**src/rtl/factor_search_ctrl_if.sv**
```systemverilog
// factor_search_ctrl_if
// Divider bus between the factor search controller (master) and the shared
// serial divider datapath (slave). The controller issues numerator/divisor
// with a one-cycle div_start and waits for a one-cycle div_done carrying the
// quotient and the remainder-is-zero flag.

interface factor_search_ctrl_if #(
   parameter int N_W = 32,
   parameter int D_W = 16
);
   logic           div_start;
   logic [N_W-1:0] div_n;
   logic [D_W-1:0] div_d;
   logic           div_done;
   logic [N_W-1:0] div_q;
   logic           div_is_factor;

   modport master (
      output div_start, div_n, div_d,
      input  div_done, div_q, div_is_factor
   );

   modport slave (
      input  div_start, div_n, div_d,
      output div_done, div_q, div_is_factor
   );
endinterface

```
**src/rtl/factor_search_ctrl.sv**
```systemverilog
// factor_search_ctrl
// Trial-division sequencer for the smallest nontrivial factor of a product.
// Drives one shared serial divider with a start/done handshake, stepping the
// candidate divisor from D_START upward until a factor is found or the
// candidate range is exhausted.
//
// Optional build macro: FACTOR_SQRT_BOUND_EN
//   defined     - search stops once (d+1)^2 > product, so found=0 means prime.
//   not defined - search stops once d+1 > MAX_D; no multiplier is built.
// In both builds the search also stops if d+1 overflows D_W bits.

module factor_search_ctrl #(
   parameter int             N_W     = 32,
   parameter int             D_W     = 16,
   parameter logic [D_W-1:0] D_START = D_W'(2),
   parameter logic [D_W-1:0] MAX_D   = {D_W{1'b1}}
) (
   input  logic           clk,
   input  logic           reset,
   input  logic           start,
   input  logic [N_W-1:0] product,
   output logic           busy,
   output logic           done,
   output logic           found,
   output logic [D_W-1:0] factor_a,
   output logic [N_W-1:0] factor_b,
   output logic [D_W-1:0] cand_count,
   factor_search_ctrl_if.master div
);

   typedef enum logic [1:0] {
      IDLE  = 2'd0,
      ISSUE = 2'd1,
      WAIT  = 2'd2,
      FIN   = 2'd3
   } state_t;

   // Width wide enough for both the squared candidate and the product.
   localparam int CMP_W = (2 * D_W > N_W) ? 2 * D_W : N_W;

   state_t         state_r;
   logic [N_W-1:0] n_r;
   logic [D_W-1:0] d_r;
   logic           div_start_r;

   logic [D_W:0]   d_next_s;
   logic           stop_s;
`ifdef FACTOR_SQRT_BOUND_EN
   logic [2*D_W-1:0] sq_s;
`endif

   // Latched product and current candidate are driven straight from registers.
   assign div.div_start = div_start_r;
   assign div.div_n     = n_r;
   assign div.div_d     = d_r;

   // Next candidate and the end-of-range decision after a non-factor result.
   always_comb begin
      d_next_s = {1'b0, d_r} + {{D_W{1'b0}}, 1'b1};
`ifdef FACTOR_SQRT_BOUND_EN
      sq_s   = {{D_W{1'b0}}, d_next_s[D_W-1:0]} * {{D_W{1'b0}}, d_next_s[D_W-1:0]};
      stop_s = d_next_s[D_W] | (CMP_W'(sq_s) > CMP_W'(n_r));
`else
      stop_s = d_next_s[D_W] | (d_next_s[D_W-1:0] > MAX_D);
`endif
   end

   // Search FSM with registered status, result and divider-request outputs.
   always_ff @(posedge clk or posedge reset) begin
      if (reset) begin
         state_r     <= IDLE;
         n_r         <= {N_W{1'b0}};
         d_r         <= {D_W{1'b0}};
         div_start_r <= 1'b0;
         busy        <= 1'b0;
         done        <= 1'b0;
         found       <= 1'b0;
         factor_a    <= {D_W{1'b0}};
         factor_b    <= {N_W{1'b0}};
         cand_count  <= {D_W{1'b0}};
      end else begin
         done <= 1'b0;
         case (state_r)
            IDLE: begin
               if (start) begin
                  n_r        <= product;
                  d_r        <= D_START;
                  cand_count <= {D_W{1'b0}};
                  found      <= 1'b0;
                  factor_a   <= {D_W{1'b0}};
                  factor_b   <= {N_W{1'b0}};
                  busy       <= 1'b1;
                  // 0..3 have no nontrivial factor: report at once.
                  if (product < N_W'(4)) begin
                     state_r <= FIN;
                     done    <= 1'b1;
                  end else begin
                     state_r     <= ISSUE;
                     div_start_r <= 1'b1;
                  end
               end
            end
            ISSUE: begin
               div_start_r <= 1'b0;
               cand_count  <= cand_count + D_W'(1);
               state_r     <= WAIT;
            end
            WAIT: begin
               if (div.div_done) begin
                  if (div.div_is_factor) begin
                     factor_a <= d_r;
                     factor_b <= div.div_q;
                     found    <= 1'b1;
                     state_r  <= FIN;
                     done     <= 1'b1;
                  end else if (stop_s) begin
                     state_r <= FIN;
                     done    <= 1'b1;
                  end else begin
                     d_r         <= d_next_s[D_W-1:0];
                     state_r     <= ISSUE;
                     div_start_r <= 1'b1;
                  end
               end
            end
            FIN: begin
               busy    <= 1'b0;
               state_r <= IDLE;
            end
            default: begin
               busy        <= 1'b0;
               div_start_r <= 1'b0;
               state_r     <= IDLE;
            end
         endcase
      end
   end

endmodule

```
**src/flat_wrapper.sv**
```systemverilog
// flat-port wrapper written by rule: the top's interface ports become plain ports
module factor_search_ctrl_flat 
#(
   parameter int             N_W     = 32,
   parameter int             D_W     = 16,
   parameter logic [D_W-1:0] D_START = D_W'(2),
   parameter logic [D_W-1:0] MAX_D   = {D_W{1'b1}}
)
  (clk, reset, start, product, busy, done, found, factor_a, factor_b, cand_count, div_div_start, div_div_n, div_div_d, div_div_done, div_div_q, div_div_is_factor);
  factor_search_ctrl_if #(.N_W(N_W), .D_W(D_W)) div_i ();
  input  logic clk;
  input  logic reset;
  input  logic start;
  input  logic [N_W-1:0] product;
  output logic busy;
  output logic done;
  output logic found;
  output logic [D_W-1:0] factor_a;
  output logic [N_W-1:0] factor_b;
  output logic [D_W-1:0] cand_count;
  output wire logic [$bits(div_i.div_start)-1:0] div_div_start;
  output wire logic [$bits(div_i.div_n)-1:0] div_div_n;
  output wire logic [$bits(div_i.div_d)-1:0] div_div_d;
  input wire logic [$bits(div_i.div_done)-1:0] div_div_done;
  input wire logic [$bits(div_i.div_q)-1:0] div_div_q;
  input wire logic [$bits(div_i.div_is_factor)-1:0] div_div_is_factor;
  assign div_div_start = div_i.div_start;
  assign div_div_n = div_i.div_n;
  assign div_div_d = div_i.div_d;
  assign div_i.div_done = div_div_done;
  assign div_i.div_q = div_div_q;
  assign div_i.div_is_factor = div_div_is_factor;
  factor_search_ctrl #(.N_W(N_W), .D_W(D_W), .D_START(D_START), .MAX_D(MAX_D)) u_core (.clk(clk), .reset(reset), .start(start), .product(product), .busy(busy), .done(done), .found(found), .factor_a(factor_a), .factor_b(factor_b), .cand_count(cand_count), .div(div_i));
endmodule
```
**config.mk**
```make
export PLATFORM = sky130hd
export DESIGN_NAME = factor_search_ctrl_flat
export DESIGN_NICKNAME = d
export VERILOG_FILES = /design/src/rtl/factor_search_ctrl_if.sv /design/src/rtl/factor_search_ctrl.sv /design/src/flat_wrapper.sv
export SDC_FILE = /design/constraint.sdc
export NUM_CORES = 1
export LEC_CHECK = 0
export ABC_AREA = 1
export CAP_MARGIN = 5
export CORE_AREA = 2 2 97 145
export DETAILED_ROUTE_END_ITERATION = 10
export DIE_AREA = 0 0 99 147
export PLACE_DENSITY = 0.72
export SYNTH_ARGS = -nofsm -noshare
export SYNTH_HDL_FRONTEND = slang
export SYNTH_SLANG_ARGS = --single-unit
export TNS_END_PERCENT = 100
```
**constraint.sdc**
```tcl
create_clock -name clk -period 9.22 [get_ports clk]
set_input_delay 2.305 -clock clk [delete_from_list [all_inputs] [get_ports clk]]
set_output_delay 2.305 -clock clk [all_outputs]
set_load 0.02 [all_outputs]
```
* Yosys cells after proc, flatten, opt, wreduce, memory -nomap -nowiden
Cells that the tools add are included.
** Storage, ports and cells
- Bits of input ports :: 69
- Register bits after elaboration :: 118
- Word-level logic and storage cells :: 74
- Output and inout bits :: 116
** Cells by class
- Reduce and logical (&&, ||, !) cells :: 12
- Magnitude comparators :: 2
- Bitwise operators :: 1
- Mux-type cells :: 38
- Equality and inequality tests :: 9
- Add/sub/neg operators :: 2
** Operators by type and width (number)
- 16-bit two-way mux :: 7
- 32-bit two-way mux :: 3
- 16-bit one-hot mux with 2 select lines :: 3
- 32-bit one-hot mux with 2 select lines :: 1
- 32-bit by 3-bit < comparator with 1-bit output, second input constant :: 1
- 16-bit by 1-bit adder with 17-bit output, second input constant :: 1
- 16-bit by 1-bit adder with 16-bit output, second input constant :: 1
- 16-bit > comparator, second input constant :: 1
- 1-bit two-way mux :: 14
- 2-bit inequality test, second input constant :: 6
- 2-bit two-way mux :: 5
- 2-bit one-hot mux with 4 select lines :: 1
- 2-bit AND reduction :: 4
- 1-bit one-hot mux with 2 select lines :: 3
- 6-bit AND reduction :: 1
- 2-bit nonzero test :: 3
- 5-bit AND reduction :: 1
- 2-bit equality test, second input constant :: 2
- 4-bit AND reduction :: 1
- 1-bit one-hot mux with 3 select lines :: 1
- 3-bit nonzero test :: 1
- 2-bit by 1-bit equality test with 1-bit output, second input constant :: 1
- 2-bit logical NOT :: 1
- 1-bit OR :: 1

* Depth between registers and ports, before layout
Gate-level depths: netlist (run 1).
- Depth after elaboration :: 7
- Mapped depth :: 10
- Mapped depth without buffers :: 10

* Worst setup path after synthesis (run 1)
OpenSTA, ideal clock, no wires.
- Kind :: in2reg
- From :: input port start
- To :: register u_core.d_r[4] (netlist: u_core.div.div_d[4])
- Required time :: 9.154 ns
- Stages :: 9
- Arrival :: 3.058 ns
- Path slack :: 6.096 ns
- Setup time :: 0.066 ns
- Buffers on the path :: 1
- Cell sequence :: inv_1 -> nand2_1 -> nand2_1 -> nor2_2 -> nand3_2 -> inv_2 -> buf_6 -> nand4_1 -> nand2_1
** Between the ends
- Word-level cells in the longest chain between the ends :: 2
** Ends and longest elaborated chain
- start: declaration :: line flat_wrapper.sv:13 : input logic start;
- 2-bit inequality test (no line)
- 5-bit AND reduction (no line)
- end signal: assignment :: line factor_search_ctrl.sv:73 : d_r <= {D_W{1'b0}};
- end signal: assignment :: line factor_search_ctrl.sv:120 : d_r <= d_next_s[D_W-1:0];
- end: declaration :: line factor_search_ctrl.sv:43 : logic [D_W-1:0] d_r;
Every way passes these cells.
A chain may end at the register's enable or synchronous reset.

* Worst setup path after layout (run 1)
- From :: input port start
- To :: register u_core.cand_count[14]
** Between the ends
- Word-level cells in the longest chain between the ends :: 2
** Ends and longest elaborated chain
- 2-bit inequality test (no line)
- 2-bit AND reduction (no line)
- end signal: assignment :: line factor_search_ctrl.sv:80 : cand_count <= {D_W{1'b0}};
- end signal: assignment :: line factor_search_ctrl.sv:88 : cand_count <= {D_W{1'b0}};
- end signal: assignment :: line factor_search_ctrl.sv:105 : cand_count <= cand_count + D_W'(1);
- end: declaration :: line factor_search_ctrl.sv:27 : output logic [D_W-1:0] cand_count,
Every way passes these cells.

==> metrics.txt, run 1 <==
# TYPE chip_impl_metric gauge
chip_impl_metric{name="power.leakage",unit="nW"} 3.709
chip_impl_metric{name="fmax",unit="MHz"} 224.2
chip_impl_metric{name="detail_route.vias_per_cell",unit=""} 4.815
chip_impl_metric{name="clkLatencyLatePin",unit="ns"} 0.41
chip_impl_metric{name="post_layout_nonfiller_instances",unit=""} 1002
chip_impl_metric{name="firstDrtPassIters",unit=""} 5
chip_impl_metric{name="antenna_violations_before_repair",unit=""} 0
chip_impl_metric{name="dpl.hpwl",unit="um"} 9805
chip_impl_metric{name="post-route-min-period",unit="ns"} 4.460
chip_impl_metric{name="layout.filler_cells",unit=""} 1205
chip_impl_metric{name="clock_sinks",unit=""} 118
chip_impl_metric{name="number_of_synthesized_flops_with_an_enable_pin",unit=""} 0
chip_impl_metric{name="power.ir.vdd_worst",unit="uV"} 251.2
chip_impl_info{name="rr_startpoint",value="u_core.state_r[0]"} 1
chip_impl_metric{name="first_pass_grt_wire_length",unit="um"} 23060
chip_impl_metric{name="crit_path_max_fanout",unit=""} 94
chip_impl_metric{name="number_of_global_route_vias_before_repair",unit=""} 4735
chip_impl_metric{name="grt_usage",unit=""} 0.1975
chip_impl_metric{name="postSynth.asyncResetShare",unit=""} 1.000
chip_impl_metric{name="yosys.area.top_type_share",unit=""} 0.5546
chip_impl_metric{name="synthesis.area_per_instance",unit="um^2"} 8.191
chip_impl_metric{name="pins_over_their_slew_limit",unit=""} 0
chip_impl_info{name="outcome",value="finished clean"} 1
chip_impl_metric{name="floorplan.initialDensity",unit=""} 0.3992
chip_impl_metric{name="synth_nets",unit=""} 721
chip_impl_metric{name="worst-r2r-setup-slack",unit="ns"} 6.54
chip_impl_metric{name="number_of_flip_flops_and_latches_in_the_synthesized_netlist",unit=""} 118
chip_impl_metric{name="cts_hold_buffers",unit=""} 0
chip_impl_metric{name="clock_path_buffers",unit=""} 2
chip_impl_metric{name="placementRows",unit=""} 52
chip_impl_info{name="holdPathEnd",value="u_core.div.div_start"} 1
chip_impl_info{name="startpoint_to_endpoint_class_of_the_critical_path",value="input port to flop"} 1
chip_impl_info{name="synth_ff_type",value="dfrtp_1"} 1
chip_impl_metric{name="worst_hold_path_cells",unit=""} 2
chip_impl_metric{name="dr.first_iter.drc_count",unit=""} 154
chip_impl_metric{name="die_footprint",unit="mm^2"} 0.01455
chip_impl_metric{name="routedWlPerCell",unit="um"} 13.88
chip_impl_metric{name="vias",unit=""} 4825
chip_impl_metric{name="n_antenna_cell",unit=""} 0
chip_impl_metric{name="mappedNetlistArea",unit="mm^2"} 0.005324
chip_impl_metric{name="die_x",unit="um"} 99
chip_impl_metric{name="cts_made_buffers",unit=""} 17
chip_impl_metric{name="port_buffers",unit=""} 184
chip_impl_metric{name="totalNegativeSetupSlack",unit="ns"} 0
chip_impl_metric{name="die_height",unit="um"} 147
chip_impl_info{name="cts_tree",value="yes"} 1
chip_impl_metric{name="synth_warn",unit=""} 0
chip_impl_metric{name="worst-slew-pin-transition",unit="ns"} 0.9885
chip_impl_metric{name="place.detailed.instances",unit=""} 972
chip_impl_info{name="layout.cells.most_common",value="clkdlybuf4s50_1"} 1
chip_impl_metric{name="synth_seq_area_share",unit=""} 0.5546
chip_impl_metric{name="cts_resized",unit=""} 0
chip_impl_metric{name="pwr_density_cell",unit="mW/mm^2"} 292.0
chip_impl_metric{name="post-cts-setup-buffers",unit=""} 0
chip_impl_metric{name="finalClockSkew",unit="ns"} 0.009272
chip_impl_metric{name="ant_nets",unit=""} 0
chip_impl_metric{name="clkTransAtPathRegs",unit="ns"} 0.05
chip_impl_metric{name="maximum_number_of_pins_on_one_net_before_global_route_repair",unit=""} 98
chip_impl_metric{name="setup_viol",unit=""} 0
chip_impl_metric{name="final_nets",unit=""} 900
chip_impl_metric{name="synthCells",unit=""} 650
chip_impl_info{name="synth_area_leader_cell",value="dfrtp_1"} 1
chip_impl_metric{name="maxCapViolations",unit=""} 0
chip_impl_info{name="timing.hold.worst.class",value="flop to flop"} 1
chip_impl_metric{name="relSlewSlack",unit=""} 0.3410
chip_impl_metric{name="multi_input_combinational_cell_area",unit="mm^2"} 0.001927
chip_impl_metric{name="coreArea",unit="mm^2"} 0.01334
chip_impl_info{name="synth_top_cells_by_area",value="dfrtp_1, nand2_1, nand3_1, o21ai_0, inv_1"} 1
chip_impl_metric{name="synthDistinctLibCells",unit=""} 27
chip_impl_metric{name="htree_levels",unit=""} 4
chip_impl_info{name="most-common-layout-cells",value="clkdlybuf4s50_1, nand2_1, dfrtp_1"} 1
chip_impl_metric{name="gr-total-overflow",unit=""} 0
chip_impl_metric{name="crit_required",unit="ns"} 9.54
chip_impl_metric{name="num_io_pins",unit=""} 185
chip_impl_info{name="grt_setup_unrepaired",value="false"} 1
chip_impl_metric{name="area.sequential",unit="mm^2"} 0.002953
chip_impl_info{name="setup.worst_path.start_class",value="input port"} 1
chip_impl_info{name="timing.hold.worst.start",value="u_core.div.div_start"} 1
chip_impl_metric{name="drc_errors",unit=""} 0
chip_impl_metric{name="finalHoldViolations",unit=""} 0
chip_impl_info{name="cts_root_buffer_type",value="clkbuf_16"} 1
chip_impl_metric{name="areaGrowthSynthToFinish",unit="%"} 48.18
chip_impl_info{name="r2r-end",value="u_core.cand_count[14]"} 1
chip_impl_metric{name="drt-total-wl",unit="um"} 13910
chip_impl_metric{name="share_of_cells_above_drive_strength_1",unit=""} 0.05238
chip_impl_metric{name="r2r.worst_path.cells",unit=""} 7
chip_impl_metric{name="globalplace.congestion",unit=""} 0.7907
chip_impl_metric{name="cp.arrival",unit="ns"} 4.78
chip_impl_metric{name="fin_crit_sh",unit=""} 0.4838
chip_impl_info{name="critical_path.endpoint_type",value="flop"} 1
how the worst max path moves through the flow:
stage          start               endpoint  cells after the start
2_1_floorplan  reset            u_core.busy                      1
3_3_place_gp   start   u_core.cand_count[3]                      7
3_5_place_dp   start  u_core.cand_count[14]                      7
4_1_cts        start  u_core.cand_count[14]                      7
5_1_grt        start   u_core.cand_count[3]                      7
6_report       start  u_core.cand_count[14]                      7
stage by stage:
stage	setup WS (ns)	util	power, mW	cell area [um^2]	hold WS (ns)
final	4.760	0.5915	2.304	7889	0.4681
after global routing	4.490	0.5915	2.445	7889	0.4987
after CTS	4.720	0.5915	2.336	7889	0.4705
after detailed placement	4.273	0.5461	1.649	7283	0.4635
after global placement	4.380	0.5461	1.635	7283	0.4605
after floorplan	3.786	-	1.235	5324	0.5200
sequential cells by signal, summed over array words and instances (netlist names), 2 cells and up:
name	count
u_core.state_r	2
u_core.div.div_d	16
u_core.factor_a	16
u_core.cand_count	16
u_core.div.div_n	32
u_core.factor_b	32
worst max-delay path, cell delays in order:
cell and delay (ns):
clkdlybuf4s50_1 0.47, nand2_4 0.74, inv_1 0.37, buf_4 0.32, nor2_2 0.28, inv_1 0.11
o21ai_0 0.16
power breakdown:
group | switching (mW) | internal [mW] | leakage, nW
Combinational | 0.498 | 0.367 | 1.85
Sequential | 0.0943 | 0.670 | 1.57
Clock | 0.226 | 0.449 | 0.297
cell usage after synthesis (5+ instances only):
cell / count
buf_2: 11
clkbuf_1: 13
dfrtp_1: 118
inv_1: 88
nand2_1: 165
nand3_1: 79
nand4_1: 11
nor2_1: 44
nor3_1: 5
o21ai_0: 70
o21ai_1: 15
xor2_1: 8
cell families after synthesis:
kind of cell | Yosys count | share of synthesized area
compound gates | 93 | 0.08931
xor+xnor | 9 | 0.01481
fa+ha+maj | 2 | 0.004700
buf+inv | 116 | 0.08578
flops | 118 | 0.5546
mux | 1 | 0.001880
simple gates | 311 | 0.2489
layout make-up:
type,instances,area share
flip-flops and latches,118,0.3743
multi-input cells,416,0.2443
repair buffers,187,0.2363
clock buffers,21,0.06090
inverters,89,0.04266
well taps,162,0.02569
clock inverters,9,0.01586
layer usage:
metal	up-vias	routed length, um	global-route usage
li1	2434	-	-
met4	0	237	0.05959
met2	137	7310	0.3459
met3	16	733	0.05899
met1	2238	5628	0.2318
met5	-	0	0
Note: power is estimated with default switching activity, not from simulation.
==> run 2, diff against run 1 <==
==> constraint.sdc (replaced) <==
create_clock -name clk -period 4.62 [get_ports clk]
set_input_delay 1.155 -clock clk [delete_from_list [all_inputs] [get_ports clk]]
set_output_delay 1.155 -clock clk [all_outputs]
set_load 0.02 [all_outputs]
==> run 2 against run 1 <==
Final cell count up 0.30%. Routed wire length up 2.5%. Combinational power up 100%. Via count up 0.79%. Critical path depth down 1. Register-to-register slack worse by 4.1 ns. Highest routed layer unchanged. Hold slack better by 0.012 ns. Global-route usage up 0.59 points. Die area unchanged. Count of clock-buffer cells in the layout down 4.
==> metrics.txt, run 2 (same netlist as run 1, synthesis figures left out) <==
# TYPE chip_impl_metric gauge
chip_impl_metric{name="crit_required",unit="ns"} 4.95
chip_impl_info{name="r2r-end",value="u_core.cand_count[13]"} 1
chip_impl_metric{name="first_pass_grt_wire_length",unit="um"} 23770
chip_impl_metric{name="port_buffers",unit=""} 184
chip_impl_metric{name="maximum_number_of_pins_on_one_net_before_global_route_repair",unit=""} 98
chip_impl_metric{name="final_nets",unit=""} 901
chip_impl_metric{name="pins_over_their_slew_limit",unit=""} 0
chip_impl_metric{name="worst-slew-pin-transition",unit="ns"} 0.9673
chip_impl_metric{name="firstDrtPassIters",unit=""} 5
chip_impl_metric{name="dpl.hpwl",unit="um"} 10020
chip_impl_metric{name="power.leakage",unit="nW"} 3.723
chip_impl_metric{name="n_antenna_cell",unit=""} 0
chip_impl_metric{name="detail_route.vias_per_cell",unit=""} 4.839
chip_impl_metric{name="maxCapViolations",unit=""} 0
chip_impl_metric{name="worst_hold_path_cells",unit=""} 2
chip_impl_metric{name="dr.first_iter.drc_count",unit=""} 192
chip_impl_metric{name="finalHoldViolations",unit=""} 0
chip_impl_metric{name="cts_hold_buffers",unit=""} 0
chip_impl_info{name="timing.hold.worst.class",value="flop to flop"} 1
chip_impl_metric{name="pwr_density_cell",unit="mW/mm^2"} 593.8
chip_impl_metric{name="setup_viol",unit=""} 0
chip_impl_metric{name="cts_resized",unit=""} 0
chip_impl_info{name="cts_tree",value="yes"} 1
chip_impl_info{name="rr_startpoint",value="u_core.state_r[0]"} 1
chip_impl_metric{name="totalNegativeSetupSlack",unit="ns"} 0
chip_impl_metric{name="finished_layout_cell_area",unit="mm^2"} 0.007956
chip_impl_metric{name="fmax",unit="MHz"} 353.6
chip_impl_info{name="layout.cells.most_common",value="clkdlybuf4s50_1"} 1
chip_impl_metric{name="placementRows",unit=""} 52
chip_impl_metric{name="grt_usage",unit=""} 0.2034
chip_impl_info{name="critical_path.endpoint_type",value="flop"} 1
chip_impl_metric{name="post-cts-setup-buffers",unit=""} 0
chip_impl_metric{name="antenna_violations_before_repair",unit=""} 0
chip_impl_metric{name="areaGrowthSynthToFinish",unit="%"} 49.45
chip_impl_metric{name="post-route-min-period",unit="ns"} 2.828
chip_impl_metric{name="die_x",unit="um"} 99
chip_impl_metric{name="coreArea",unit="mm^2"} 0.01334
chip_impl_metric{name="routedWlPerCell",unit="um"} 14.18
chip_impl_metric{name="post_layout_nonfiller_instances",unit=""} 1005
chip_impl_metric{name="place.detailed.instances",unit=""} 973
chip_impl_info{name="startpoint_to_endpoint_class_of_the_critical_path",value="input port to flop"} 1
chip_impl_metric{name="floorplan.initialDensity",unit=""} 0.3992
chip_impl_metric{name="gr-total-overflow",unit=""} 0
chip_impl_info{name="outcome",value="finished clean"} 1
chip_impl_metric{name="globalplace.congestion",unit=""} 0.8249
chip_impl_metric{name="vias",unit=""} 4863
chip_impl_metric{name="fin_crit_sh",unit=""} 0.6122
chip_impl_info{name="cts_root_buffer_type",value="clkbuf_16"} 1
chip_impl_info{name="grt_setup_unrepaired",value="false"} 1
chip_impl_metric{name="htree_levels",unit=""} 4
chip_impl_metric{name="die_height",unit="um"} 147
chip_impl_info{name="most-common-layout-cells",value="clkdlybuf4s50_1, nand2_1, dfrtp_1"} 1
chip_impl_info{name="holdPathEnd",value="u_core.busy"} 1
chip_impl_metric{name="share_of_cells_above_drive_strength_1",unit=""} 0.05575
chip_impl_metric{name="clock_sinks",unit=""} 118
chip_impl_metric{name="finalClockSkew",unit="ns"} 0.009506
chip_impl_metric{name="clkLatencyLatePin",unit="ns"} 0.41
chip_impl_metric{name="cp.arrival",unit="ns"} 3.16
chip_impl_metric{name="crit_path_max_fanout",unit=""} 50
chip_impl_metric{name="worst-r2r-setup-slack",unit="ns"} 2.43
chip_impl_info{name="timing.hold.worst.start",value="u_core.busy"} 1
chip_impl_metric{name="ant_nets",unit=""} 0
chip_impl_metric{name="drc_errors",unit=""} 0
chip_impl_metric{name="number_of_global_route_vias_before_repair",unit=""} 4865
chip_impl_info{name="setup.worst_path.start_class",value="input port"} 1
chip_impl_metric{name="num_io_pins",unit=""} 185
chip_impl_metric{name="clkTransAtPathRegs",unit="ns"} 0.06
chip_impl_metric{name="clock_path_buffers",unit=""} 2
chip_impl_metric{name="drt-total-wl",unit="um"} 14250
chip_impl_metric{name="placed_area",unit="mm^2"} 0.007303
chip_impl_metric{name="relSlewSlack",unit=""} 0.3552
chip_impl_metric{name="power.ir.vdd_worst",unit="uV"} 426.5
chip_impl_metric{name="cts_made_buffers",unit=""} 17
chip_impl_metric{name="die_footprint",unit="mm^2"} 0.01455
chip_impl_metric{name="r2r.worst_path.cells",unit=""} 6
==> run 2: final cells by class <==
cell class,instances,area (um^2)
Timing Repair Buffer,188,1884
Clock buffer,17,425.4
Tap cell,162,202.7
Clock inverter,15,227.7
Fill cell,1209,5381
Multi-Input combinational cell,416,1927
Inverter,89,336.6
Sequential cell,118,2953
==> run 2: critical path: stages <==
cell	delay, ns
clkdlybuf4s50_1	0.47
nand2_4	0.37
buf_4	0.54
a21oi_1	0.12
or2_2	0.29
a21oi_1	0.15
==> run 2: worst max-delay path by stage <==
stage | end | startpoint | cells past startpoint | slack, ns
4_1_cts | u_core.cand_count[13] | start | 6 | 1.80
3_5_place_dp | u_core.cand_count[13] | start | 6 | 1.38
6_report | u_core.cand_count[13] | start | 6 | 1.79
3_3_place_gp | u_core.cand_count[13] | start | 6 | 1.45
5_1_grt | u_core.cand_count[13] | start | 6 | 1.66
2_1_floorplan | u_core.busy | reset | 1 | 0.34
==> run 2: power breakdown <==
part           switching [mW]  internal [mW]
combinational            1.01          0.736
sequential              0.189           1.34
clock                   0.496          0.960
total                    1.69           3.03
==> run 2: routing by layer <==
layer / GRT usage / vias to the layer above / part of all wire
met5: 0 / - / 0
met4: 0.08973 / 0 / 0.030
met3: 0.04282 / 28 / 0.046
met2: 0.3537 / 142 / 0.52
met1: 0.2399 / 2258 / 0.40
li1: - / 2435 / -
==> run 2: per-stage QoR <==
stage	util	power (mW)	setup WS, ns	hold slack (ns)
2_1_floorplan	-	2.465	0.3359	0.5200
3_3_place_gp	0.5476	3.271	1.447	0.4612
3_5_place_dp	0.5476	3.299	1.379	0.4649
4_1_cts	0.5965	4.777	1.798	0.4843
5_1_grt	0.5965	4.990	1.658	0.4955
6_report	0.5965	4.724	1.792	0.4798
==> run 3, diff against run 2 <==
==> constraint.sdc (replaced) <==
create_clock -name clk -period 2.7 [get_ports clk]
set_input_delay 0.675 -clock clk [delete_from_list [all_inputs] [get_ports clk]]
set_output_delay 0.675 -clock clk [all_outputs]
set_load 0.02 [all_outputs]
==> run 3 against run 2 <==
Via count up 1.1%. Flip-flop and latch count unchanged. Non-clock buffer count increased by 6. Routed wire length is 2.1% higher. Final cell count grew 0.60%. First-iteration DRC count shrank 32%. Utilization up 0.63 points. Sequential power rose by 72%. Global-route usage grew 0.31 points.
==> metrics.txt, run 3 (same netlist as run 1, synthesis figures left out) <==
# TYPE chip_impl_metric gauge
chip_impl_info{name="outcome",value="finished clean"} 1
chip_impl_info{name="most-common-layout-cells",value="clkdlybuf4s50_1, nand2_1, dfrtp_1"} 1
chip_impl_info{name="cts_tree",value="yes"} 1
chip_impl_metric{name="power.leakage",unit="nW"} 3.770
chip_impl_metric{name="placementRows",unit=""} 52
chip_impl_metric{name="met2_usage",unit=""} 0.3571
chip_impl_metric{name="clock_path_buffers",unit=""} 2
chip_impl_metric{name="grt_usage",unit=""} 0.2065
chip_impl_metric{name="clock_sinks",unit=""} 118
chip_impl_metric{name="gr-total-overflow",unit=""} 0
chip_impl_metric{name="finalClockSkew",unit="ns"} 0.009054
chip_impl_metric{name="worst-r2r-setup-slack",unit="ns"} 0.77
chip_impl_metric{name="num_io_pins",unit=""} 185
chip_impl_metric{name="maxCapViolations",unit=""} 0
chip_impl_info{name="cts_root_buffer_type",value="clkbuf_16"} 1
chip_impl_info{name="rr_startpoint",value="u_core.div.div_d[0]"} 1
chip_impl_metric{name="dpl.hpwl",unit="um"} 10230
chip_impl_metric{name="die_footprint",unit="mm^2"} 0.01455
chip_impl_metric{name="floorplan.initialDensity",unit=""} 0.3992
chip_impl_metric{name="drt-total-wl",unit="um"} 14550
chip_impl_metric{name="detail_route.vias_per_cell",unit=""} 4.862
chip_impl_metric{name="post-place-ws",unit="ns"} 0.5153
chip_impl_metric{name="finalHoldViolations",unit=""} 0
chip_impl_info{name="critical_path.cell_chain",value="clkdlybuf4s50_1"} 1
chip_impl_metric{name="die_height",unit="um"} 147
chip_impl_metric{name="pins_over_their_slew_limit",unit=""} 0
chip_impl_metric{name="globalplace.congestion",unit=""} 0.7820
chip_impl_metric{name="cts_hold_buffers",unit=""} 0
chip_impl_metric{name="dr.first_iter.drc_count",unit=""} 130
chip_impl_metric{name="totalNegativeSetupSlack",unit="ns"} 0
chip_impl_metric{name="vias",unit=""} 4915
chip_impl_metric{name="routing_usage_on_met1",unit=""} 0.2435
chip_impl_metric{name="die_x",unit="um"} 99
chip_impl_metric{name="worst-slew-pin-transition",unit="ns"} 0.4877
chip_impl_info{name="critical_path.startpoint",value="u_core.div.div_d[8]"} 1
chip_impl_info{name="slowest_stage",value="clkdlybuf4s50_1"} 1
chip_impl_info{name="startpoint_to_endpoint_class_of_the_critical_path",value="flop to primary output"} 1
chip_impl_info{name="r2r-end",value="u_core.div.div_d[1]"} 1
chip_impl_metric{name="post-route-min-period",unit="ns"} 2.207
chip_impl_metric{name="worstSetupPathDepth",unit=""} 1
chip_impl_info{name="top_usage_layer",value="met2"} 1
chip_impl_metric{name="power.ir.vdd_worst",unit="uV"} 579.1
chip_impl_metric{name="ant_nets",unit=""} 0
chip_impl_metric{name="cts_made_buffers",unit=""} 17
chip_impl_metric{name="critical_path.max_stage_delay",unit="ns"} 0.65
chip_impl_metric{name="number_of_global_route_vias_before_repair",unit=""} 4919
chip_impl_info{name="grt_setup_unrepaired",value="false"} 1
chip_impl_metric{name="first_pass_grt_wire_length",unit="um"} 24180
chip_impl_metric{name="maximum_number_of_pins_on_one_net_before_global_route_repair",unit=""} 98
chip_impl_metric{name="fmax",unit="MHz"} 453.0
chip_impl_metric{name="crit_required",unit="ns"} 2.03
chip_impl_info{name="critPathCapture",value="div_div_d[8]"} 1
chip_impl_metric{name="n_antenna_cell",unit=""} 0
chip_impl_metric{name="pwr_density_cell",unit="mW/mm^2"} 1017
chip_impl_metric{name="htree_levels",unit=""} 4
chip_impl_metric{name="setup_viol",unit=""} 0
chip_impl_metric{name="layout.filler_cells",unit=""} 1205
chip_impl_metric{name="final_nets",unit=""} 907
chip_impl_metric{name="final.setup.worst_slack",unit="ns"} 0.4927
chip_impl_info{name="timing.hold.worst.class",value="flop to flop"} 1
chip_impl_metric{name="areaGrowthSynthToFinish",unit="%"} 51.02
chip_impl_metric{name="fin_worst_hold_slack",unit="ns"} 0.4761
chip_impl_metric{name="coreArea",unit="mm^2"} 0.01334
chip_impl_metric{name="routedWlPerCell",unit="um"} 14.39
chip_impl_info{name="crit_family",value="buffers and inverters"} 1
chip_impl_metric{name="fin_crit_sh",unit=""} 0.8175
chip_impl_info{name="critical_path.endpoint_type",value="primary output"} 1
chip_impl_info{name="setup.worst_path.start_class",value="flop"} 1
chip_impl_metric{name="post-cts-setup-buffers",unit=""} 0
chip_impl_metric{name="port_buffers",unit=""} 184
chip_impl_metric{name="clkLatencyLatePin",unit="ns"} 0.41
chip_impl_info{name="layout.cells.most_common",value="clkdlybuf4s50_1"} 1
chip_impl_metric{name="relSlewSlack",unit=""} 0.6742
chip_impl_metric{name="timing.critical_path.buf_inv",unit=""} 1
chip_impl_metric{name="crit_path_max_fanout",unit=""} 7
chip_impl_metric{name="cp.arrival",unit="ns"} 1.53
chip_impl_metric{name="met3_usage",unit=""} 0.05233
chip_impl_metric{name="share_of_cells_above_drive_strength_1",unit=""} 0.06243
chip_impl_metric{name="cts_resized",unit=""} 0
chip_impl_metric{name="r2r.worst_path.cells",unit=""} 8
chip_impl_metric{name="clkTransAtPathRegs",unit="ns"} 0.05
chip_impl_metric{name="firstDrtPassIters",unit=""} 6
chip_impl_metric{name="drc_errors",unit=""} 0
chip_impl_metric{name="antenna_violations_before_repair",unit=""} 0
[run 3: cell types whose count changed in the layout (fill, tap and decap cells not counted), sizes merged]
| cell | delta |
|---|---|
| buf | +6 |
| clkbuf | +3 |
| inv | -3 |
[run 3: metal layers]
metal,up-vias,wire length [um]
met4,0,354
met5,-,0
met2,146,7679
met1,2296,5720
li1,2448,-
met3,25,796
[run 3: worst min-delay path by stage]
stage | startpoint | to | cells after the start
2_1_floorplan | u_core.state_r[0] | u_core.state_r[0] | 1
3_3_place_gp | u_core.div.div_n[31] | u_core.div.div_n[31] | 2
3_5_place_dp | u_core.div.div_n[7] | u_core.div.div_n[7] | 2
4_1_cts | u_core.div.div_start | u_core.div.div_start | 2
5_1_grt | u_core.div.div_start | u_core.div.div_start | 2
6_report | u_core.div.div_n[31] | u_core.div.div_n[31] | 2
[run 3: metrics by stage]
stage / instance area (um^2) / utilization / total power, mW / instances
2_1_floorplan: 5328 / - / 4.218 / 650
6_report: 8040 / 0.6028 / 8.177 / 1011
5_1_grt: 8040 / 0.6028 / 8.653 / 1011
3_5_place_dp: 7375 / 0.5529 / 5.690 / 979
3_3_place_gp: 7375 / 0.5529 / 5.644 / 979
4_1_cts: 8040 / 0.6028 / 8.267 / 1011
[run 3: area by class of cell]
class | instances | area [um^2] | share of cell area
flip-flops and latches | 118 | 2953 | 0.3673
repair buffers | 194 | 1954 | 0.2431
multi-input cells | 416 | 1927 | 0.2397
clock buffers | 20 | 466.7 | 0.05805
inverters | 89 | 337.8 | 0.04202
well taps | 162 | 202.7 | 0.02521
clock inverters | 12 | 198.9 | 0.02474
[run 3: power breakdown]
| part | switching [mW] | internal, mW | total, mW |
|---|---|---|---|
| sequential | 0.322 | 2.29 | 2.61 |
| clock | 0.813 | 1.71 | 2.52 |
| combinational | 1.74 | 1.30 | 3.05 |
